File: src/rtl/wf_window_ctrl.sv
// wf_window_ctrl: per-channel horizontal zoom/pan window and vertical lane
// selection for a multi-channel waveform display, driven by four buttons.
// Optional feature: define WF_AUTO_REPEAT_EN to enable hold-to-repeat on the
// pan buttons (IDLE -> HOLD -> REPEAT); otherwise every button is edge-only.
module wf_window_ctrl #(
    parameter int X_W           = 11,
    parameter int Y_W           = 10,
    parameter int SCREEN_W      = 1280,
    parameter int SCREEN_H      = 720,
    parameter int NUM_CH        = 2,
    parameter int ZOOM_LVLS     = 4,
    parameter int PAN_STEP      = 16,
    parameter int REPEAT_DELAY  = 8,
    parameter int REPEAT_PERIOD = 4
) (
    input  logic                                         clk,
    input  logic                                         rst,
    input  logic                                         btn_left,
    input  logic                                         btn_right,
    input  logic                                         btn_zoom,
    input  logic                                         btn_ch,
    output logic [X_W-1:0]                               start_x,
    output logic [X_W-1:0]                               end_x,
    output logic [Y_W-1:0]                               start_y,
    output logic [Y_W-1:0]                               end_y,
    output logic [(NUM_CH > 1 ? $clog2(NUM_CH) : 1)-1:0] ch_sel,
    output logic                                         changed
);

    localparam int CH_W = (NUM_CH > 1) ? $clog2(NUM_CH) : 1;
    localparam int ZW   = (ZOOM_LVLS > 1) ? $clog2(ZOOM_LVLS) : 1;
    localparam int XS   = X_W + 2;
    localparam int LANE = SCREEN_H / NUM_CH;

    localparam logic signed [XS-1:0] SW_S    = XS'(SCREEN_W);
    localparam logic signed [XS-1:0] STEP_S  = XS'(PAN_STEP);
    localparam logic [ZW-1:0]        Z_LAST  = ZW'(ZOOM_LVLS - 1);
    localparam logic [CH_W-1:0]      CH_LAST = CH_W'(NUM_CH - 1);

    // Button order in vectors: [3]=ch, [2]=zoom, [1]=right, [0]=left
    logic [3:0] btn_vec;
    logic [3:0] btn_prev_q, btn_prev_d;
    logic [3:0] btn_rise;
    logic [1:0] pan_act;

    // Rising-edge detection on all buttons
    always_comb begin
        btn_vec    = {btn_ch, btn_zoom, btn_right, btn_left};
        btn_prev_d = btn_vec;
        btn_rise   = btn_vec & ~btn_prev_q;
    end

    // Previous-level register; reset to 1 so a button held through reset needs a fresh press
    always_ff @(posedge clk) begin
        if (rst) btn_prev_q <= '1;
        else     btn_prev_q <= btn_prev_d;
    end

`ifdef WF_AUTO_REPEAT_EN
    localparam int RPT_MAX = (REPEAT_DELAY > REPEAT_PERIOD) ? REPEAT_DELAY : REPEAT_PERIOD;
    localparam int CNT_W   = (RPT_MAX > 1) ? $clog2(RPT_MAX) : 1;

    typedef enum logic [1:0] {RPT_IDLE, RPT_HOLD, RPT_REPEAT} rpt_state_e;

    rpt_state_e       pan_st_q  [2];
    rpt_state_e       pan_st_d  [2];
    logic [CNT_W-1:0] pan_cnt_q [2];
    logic [CNT_W-1:0] pan_cnt_d [2];

    // Pan auto-repeat FSMs: press action, one after REPEAT_DELAY, then every REPEAT_PERIOD
    always_comb begin
        for (int unsigned i = 0; i < 2; i++) begin
            pan_st_d[i]  = pan_st_q[i];
            pan_cnt_d[i] = pan_cnt_q[i];
            pan_act[i]   = 1'b0;
            case (pan_st_q[i])
                RPT_IDLE: begin
                    if (btn_rise[i]) begin
                        pan_act[i]   = 1'b1;
                        pan_st_d[i]  = RPT_HOLD;
                        pan_cnt_d[i] = '0;
                    end
                end
                RPT_HOLD: begin
                    if (!btn_vec[i]) begin
                        pan_st_d[i] = RPT_IDLE;
                    end else if (pan_cnt_q[i] == CNT_W'(REPEAT_DELAY - 1)) begin
                        pan_act[i]   = 1'b1;
                        pan_st_d[i]  = RPT_REPEAT;
                        pan_cnt_d[i] = '0;
                    end else begin
                        pan_cnt_d[i] = pan_cnt_q[i] + CNT_W'(1);
                    end
                end
                RPT_REPEAT: begin
                    if (!btn_vec[i]) begin
                        pan_st_d[i] = RPT_IDLE;
                    end else if (pan_cnt_q[i] == CNT_W'(REPEAT_PERIOD - 1)) begin
                        pan_act[i]   = 1'b1;
                        pan_cnt_d[i] = '0;
                    end else begin
                        pan_cnt_d[i] = pan_cnt_q[i] + CNT_W'(1);
                    end
                end
                default: pan_st_d[i] = RPT_IDLE;
            endcase
        end
    end

    // Pan FSM state and counters
    always_ff @(posedge clk) begin
        for (int unsigned i = 0; i < 2; i++) begin
            if (rst) begin
                pan_st_q[i]  <= RPT_IDLE;
                pan_cnt_q[i] <= '0;
            end else begin
                pan_st_q[i]  <= pan_st_d[i];
                pan_cnt_q[i] <= pan_cnt_d[i];
            end
        end
    end
`else
    // Pan actions on rising edge only
    always_comb begin
        pan_act = btn_rise[1:0];
    end
`endif

    logic [ZW-1:0]          z_q  [NUM_CH];
    logic [ZW-1:0]          z_d  [NUM_CH];
    logic [X_W-1:0]         sx_q [NUM_CH];
    logic [X_W-1:0]         sx_d [NUM_CH];
    logic [CH_W-1:0]        ch_sel_q, ch_sel_d;
    logic [ZW-1:0]          cur_z, new_z;
    logic signed [XS-1:0]   cur_sx, cur_w, new_w, centre, cand, limit;

    // Apply the highest-priority action (ch > zoom > pan) to the selected channel
    always_comb begin
        for (int unsigned i = 0; i < NUM_CH; i++) begin
            z_d[i]  = z_q[i];
            sx_d[i] = sx_q[i];
        end
        ch_sel_d = ch_sel_q;
        cur_z    = z_q[ch_sel_q];
        cur_sx   = {2'b00, sx_q[ch_sel_q]};
        cur_w    = SW_S >> cur_z;
        new_z    = (cur_z == Z_LAST) ? '0 : cur_z + ZW'(1);
        new_w    = SW_S >> new_z;
        centre   = cur_sx + (cur_w >>> 1);
        cand     = cur_sx;
        limit    = SW_S - cur_w;

        if (btn_rise[3]) begin
            ch_sel_d = (ch_sel_q == CH_LAST) ? '0 : ch_sel_q + CH_W'(1);
        end else if (btn_rise[2]) begin
            // Re-centre on the old window centre, then clamp to the new width's range
            cand  = centre - (new_w >>> 1);
            limit = SW_S - new_w;
            if (cand[XS-1])        cand = '0;
            else if (cand > limit) cand = limit;
            z_d[ch_sel_q]  = new_z;
            sx_d[ch_sel_q] = cand[X_W-1:0];
        end else if (pan_act == 2'b01) begin
            cand = cur_sx - STEP_S;
            if (cand[XS-1]) cand = '0;
            sx_d[ch_sel_q] = cand[X_W-1:0];
        end else if (pan_act == 2'b10) begin
            cand = cur_sx + STEP_S;
            if (cand > limit) cand = limit;
            sx_d[ch_sel_q] = cand[X_W-1:0];
        end
    end

    logic [X_W-1:0]       start_x_q, start_x_d, end_x_q, end_x_d;
    logic [Y_W-1:0]       start_y_q, start_y_d, end_y_q, end_y_d;
    logic                 changed_q, changed_d;
    logic [ZW-1:0]        out_z;
    logic signed [XS-1:0] out_w;

    // Next output values from the next state, so outputs land one cycle after the action
    always_comb begin
        out_z     = z_d[ch_sel_d];
        out_w     = SW_S >> out_z;
        start_x_d = sx_d[ch_sel_d];
        end_x_d   = start_x_d + out_w[X_W-1:0] - X_W'(1);
        start_y_d = Y_W'(LANE * int'(ch_sel_d));
        end_y_d   = start_y_d + Y_W'(LANE - 1);
        changed_d = (start_x_d != start_x_q) || (end_x_d != end_x_q) ||
                    (start_y_d != start_y_q) || (end_y_d != end_y_q) ||
                    (ch_sel_d != ch_sel_q);
    end

    // Channel state and registered outputs
    always_ff @(posedge clk) begin
        if (rst) begin
            for (int unsigned i = 0; i < NUM_CH; i++) begin
                z_q[i]  <= '0;
                sx_q[i] <= '0;
            end
            ch_sel_q  <= '0;
            start_x_q <= '0;
            end_x_q   <= X_W'(SCREEN_W - 1);
            start_y_q <= '0;
            end_y_q   <= Y_W'(LANE - 1);
            changed_q <= 1'b0;
        end else begin
            for (int unsigned i = 0; i < NUM_CH; i++) begin
                z_q[i]  <= z_d[i];
                sx_q[i] <= sx_d[i];
            end
            ch_sel_q  <= ch_sel_d;
            start_x_q <= start_x_d;
            end_x_q   <= end_x_d;
            start_y_q <= start_y_d;
            end_y_q   <= end_y_d;
            changed_q <= changed_d;
        end
    end

    assign start_x = start_x_q;
    assign end_x   = end_x_q;
    assign start_y = start_y_q;
    assign end_y   = end_y_q;
    assign ch_sel  = ch_sel_q;
    assign changed = changed_q;

endmodule
File: config.mk
export PLATFORM = sky130hd
export DESIGN_NAME = wf_window_ctrl
export DESIGN_NICKNAME = d
export VERILOG_FILES = /design/src/rtl/wf_window_ctrl.sv
export SDC_FILE = /design/constraint.sdc
export NUM_CORES = 1
export LEC_CHECK = 0
export CORE_MARGIN = 3
export CORE_UTILIZATION = 54
export DETAILED_ROUTE_END_ITERATION = 7
export MAX_ROUTING_LAYER = met4
export PLACE_DENSITY = 0.76
export SLEW_MARGIN = 20
export SYNTH_ARGS = -nofsm -noshare
export SYNTH_HDL_FRONTEND = slang
export SYNTH_SLANG_ARGS = --single-unit
File: constraint.sdc
create_clock -name clk -period 10.4 [get_ports clk]
set_clock_uncertainty 0.2 [all_clocks]
set_input_delay 3.12 -clock clk [delete_from_list [all_inputs] [get_ports clk]]
set_output_delay 3.12 -clock clk [all_outputs]
set_load 0.05 [all_outputs]
---- Yosys cells after proc, flatten, opt, wreduce, memory -nomap -nowiden ----
Memories as Yosys holds them, arrays and structs flattened. A register that Yosys moved wholly into a read port is not among the register bits.
Index checks and enable logic that the tools add are counted.
word-level totals
  flip-flop bits (word level) ............. 48
  bits in writable memories ............... 26
  bits of input ports ..................... 6
  memories kept ........................... 2
cells by class
  add/subtract/negate cells ............... 11
  $mul .................................... 1
  order comparisons ....................... 5
  equal/unequal tests ..................... 8
  shift operators ......................... 3
  multiplexer cells ....................... 45
  bitwise logic cells ..................... 8
  reduce and logical (&&, ||, !) cells .... 5
memory list
  name  words  bits a word  read ports  clocked after memory_dff  wr ports  line  text
  sx_q  2      11           3           1                         2         131   logic [X_W-1:0] sx_q [NUM_CH];
  z_q   2      2            3           1                         2         129   logic [ZW-1:0] z_q [NUM_CH];
operators with widths
  cell                                                                   number
  11-bit 2-to-1 mux                                                      19
  22-bit 2-to-1 mux                                                      4
  22-bit bitwise mux                                                     3
  13-bit > comparator                                                    2
  11-bit by 2-bit right shift with 13-bit output (first input constant)  2
  12-bit by 13-bit subtractor with 13-bit output (first input constant)  2
  11-bit != test                                                         2
  10-bit != test                                                         2
  2-bit 2-to-1 mux                                                       7
  12-bit by 12-bit adder with 13-bit output                              1
  13-bit by 12-bit subtractor with 13-bit output                         1
  11-bit by 5-bit adder with 12-bit output (second input constant)       1
  11-bit by 5-bit subtractor with 12-bit output (second input constant)  1
  11-bit adder                                                           1
  11-bit demux with 1-bit select                                         1
  11-bit by 2-bit right shift with 11-bit output (first input constant)  1
  11-bit by 1-bit subtractor with 11-bit output (second input constant)  1
  10-bit by 9-bit adder with 10-bit output (second input constant)       1
  4-bit 2-to-1 mux                                                       2
  6-bit by 1-bit multiplier with 7-bit output (first input constant)     1
  1-bit 2-to-1 mux                                                       7
  4-bit bitwise AND                                                      1
  4-bit bitwise mux                                                      1
  2-bit equality test (second input constant)                            2
  other kinds (12)                                                       20

---- Logic depth before layout (Yosys ltp) ----
  depth after elaboration ................. 23
  depth in mapped cells ................... 50
  gate-level depth less buffers ........... 41

---- Worst setup path after synthesis ----
OpenSTA, ideal clock, no wires.
  path kind ............................... register -> register
  from .................................... register start_y_q[8], in the netlist start_y[8]
  to ...................................... register changed_q, in the netlist changed
  setup time .............................. 0.137 ns
  data arrival time ....................... 10.543 ns
  setup slack ............................. -0.480 ns
  cell stages (with the launch flop) ...... 51
  buffers on the path ..................... 10
  cells stage by stage .................... dfxtp_1 buf_6 buf_6 buf_2 buf_2 buf_1 buf_1 clkbuf_1 buf_1 mux2i_1 inv_1 ha_1 fa_1 inv_1 ha_1 clkbuf_1 a21oi_1 o311ai_0 [... 15 more ...] or2_2 o21ai_0 nor2_1 nor2_1 o21ai_0 ha_1 inv_1 ha_1 xnor2_1 nor3_1 a2111oi_0 o2111a_1 nand4_1 a2111oi_0 o21a_1 o311ai_0 nor4_1 a41oi_1
RTL lines
  item                    line  text
  start, declared         175   logic [Y_W-1:0] start_y_q, start_y_d, end_y_q, end_y_d;
  start signal, assigned  214   start_y_q <= start_y_d;
  end signal, assigned    216   changed_q <= changed_d;
  end, declared           176   logic changed_q, changed_d;

==> flow_metrics.tcl <==
set metrics [dict create \
    synth_warnings 0 \
    drt_wl_total_um 18100 \
    dieHeight_um 110 \
    synth_cell_types 84 \
    die_area_sq_um 12100 \
    fin_hold_ws_ns 0.345 \
    cts.path.max_buffers 2 \
    clkTransAtPathRegs_ns 0.11 \
    grt_setup_unrepaired "no" \
    switching_share 0.467 \
    cts_buffers 5 \
    p_leak_uw 0.00257 \
    root_buffer "clkbuf_8" \
    start_util 0.560 \
    p_int_uw 518 \
    p_clk_frac 0.154 \
    cts_tree "built" \
    clk_latency_ns 0.32 \
    fin_ws_ns 0.595 \
    cts_setup_buffers 0 \
    via_per_inst 6.49 \
    ios 50 \
    syn_avg_cell_area_sq_um 7.62 \
    worstHoldPathType "reg2reg" \
    p_comb_frac 0.582 \
    finalSetupViolations 0 \
    first_iter_violations 551 \
    port_buffers 38 \
    wl_per_cell_um 19.7 \
    postCtsHoldBufs 0 \
    cp_max_fo 20 \
    grt_pass1_wl_um 28400 \
    gp_congestion 1.02 \
    required_ns 10.37 \
    post-place-ws_ns 0.598 \
    drive_above_1_share 0.0679 \
    path_class "reg2reg" \
    arrival_ns 9.77 \
    finalCriticalPeriod_ns 9.81 \
    design.core.area_sq_um 10400 \
    dr.pass1.iters 7 \
    netlist_area_sq_um 5830 \
    fmax_ghz 0.102 \
    diodes 0 \
    p_seq_frac 0.264 \
    power_uw 972 \
    ff_latch_area_sq_um 1100 \
    grt_pass1_vias 5476 \
    grt_start_max_net_pins 70 \
    htree_levels 2 \
    setup_tns_ns 0 \
    yosysSeqAreaShare 0.189 \
    syn_inst 766 \
    overflow 0 \
    period_share 0.943 \
    dp_hpwl_um 13700 \
    status "completed" \
    hold_viol 0 \
    pwr_density_cell_nw_per_um2 153 \
    worst_path_max_delay_cell "dfxtp_4" \
    slew_viol_final 0 \
    synth_edf_count 0 \
    cp-end-kind "flop" \
    worstMarginPinSlew_ns 1.02 \
    ant_nets 0 \
    start_kind "flop" \
    slowest_delay_ns 0.52 \
    async_flop_share 0 \
    yosys_most_used_dff "dfxtp_1" \
    crit_family "compound AO/OA/AOI/OAI gates" \
    fin_nets 844 \
    grt.total_usage 0.308 \
    fill_cells 1000 \
    ir_worst_vdd_mv 0.148 \
    vias 5950 \
    slew_headroom 0.313 \
    area_growth_pct 8.97 \
    p_sw_uw 454 \
    cap_violations 0 \
    rows 37 \
    cp_common_cell "ha_1" \
    crit_buf_inv 4 \
    ys_ff_latch 55 \
    drc 0 \
    cts_resized 0 \
    numClockSinks 55 \
    antenna_found_initial 0 \
    multiInputGateArea_sq_um 4330 \
    die-width_um 110 \
]
## logic make-up after synthesis
family                     share of synthesized area
DFF                                            0.189
xor gates and xnor gates                      0.0736
AOI/OAI and AO/OA                              0.249
and+or+nand+nor                                0.238
buffers and inverters                         0.0804
other                                        0.00129
muxes                                         0.0405
adders and majority gates                      0.128
## layout by cell type, fill, tap and decap left out, types with 13 or more instances in the layout
master and instances:
nor2_1 82, or2_2 13, a21oi_1 40, o21ai_0 35, nand3_1 19, ha_1 55, conb_1 15, inv_1 46
nand2b_1 14, xor2_1 21, mux2i_1 16, clkdlybuf4s50_1 38, xnor2_1 28, nand2_1 48, dfxtp_1 54, nor3_1 31
## cell usage after synthesis, types with 7 or more instances
library cell | number | area share
or2_2 | 13 | 0.014
xnor2_1 | 28 | 0.042
and2_1 | 8 | 0.0086
mux2i_1 | 18 | 0.031
nor3_1 | 31 | 0.027
a31oi_1 | 8 | 0.0086
o31ai_1 | 8 | 0.010
dfxtp_1 | 55 | 0.19
buf_4 | 19 | 0.024
nor2b_1 | 13 | 0.014
o211ai_1 | 7 | 0.0090
xor2_1 | 21 | 0.032
inv_1 | 46 | 0.030
nand3_1 | 19 | 0.016
nor2_1 | 82 | 0.053
o21ai_0 | 35 | 0.030
clkbuf_1 | 25 | 0.016
nand2b_1 | 14 | 0.015
nand2_1 | 48 | 0.031
o21a_1 | 7 | 0.0090
a21oi_1 | 41 | 0.035
ha_1 | 55 | 0.12
a211oi_1 | 10 | 0.013
## path summary, 6_finish.rpt
path	startpoint	end	slack, ns	cells past startpoint
worst max-delay path	start_y[8]	changed	0.59	41
worst min-delay path	sx_q[1][0]	sx_q[1][0]	0.34	2
worst max register to register	start_y[8]	changed	0.59	41
worst min register to register	sx_q[1][0]	sx_q[1][0]	0.34	2
## cell type report
class | instances | area share
Inverter | 46 | 0.0272
Multi-Input combinational cell | 623 | 0.682
Sequential cell | 55 | 0.174
Tap cell | 136 | 0.0268
Clock buffer | 6 | 0.0114
Clock inverter | 2 | 0.00610
Timing Repair Buffer | 49 | 0.0728
## power groups by stage
stage | Combinational (uW) | Clock, uW | Sequential (uW)
detailed placement | 550 | 0 | 261
CTS | 554 | 152 | 256
floorplan | 370 | 0 | 307
global placement | 539 | 0 | 260
global route | 610 | 160 | 259
finish | 566 | 150 | 257
## flip-flops by register name (all words and copies together) (netlist names)
| signal | flops |
|---|---|
| btn_prev_q | 4 |
| changed | 1 |
| end_x | 11 |
| end_y | 1 |
| start_x | 11 |
| start_y | 1 |
| sx_q | 22 |
| z_q | 4 |
## layer usage
metal	track usage	up-vias	part of all wire
met5	-	-	0
met4	0.102	0	0.034
met3	0.0352	61	0.078
met2	0.498	316	0.46
met1	0.401	2807	0.42
li1	-	2766	-
## per-stage QoR
step,cells,area (sq um),utilization
6_report,917,6360,0.610
2_1_floorplan,779,5890,-
4_1_cts,917,6340,0.608
3_5_place_dp,909,6230,0.598
5_1_grt,917,6360,0.610
3_3_place_gp,909,6230,0.598
## worst register-to-register path, delay by kind of cell (launching register included)
family	cells	cell delay, ns
XOR/XNOR	2	0.41
flip-flops	1	0.52
multiplexers	1	0.42
buffers and inverters	4	0.48
AO/OA/AOI/OAI	14	3.24
AND/OR/NAND/NOR	14	2.38
adder cells (fa/ha/maj)	6	1.98
(Power assumes the default switching activity.)
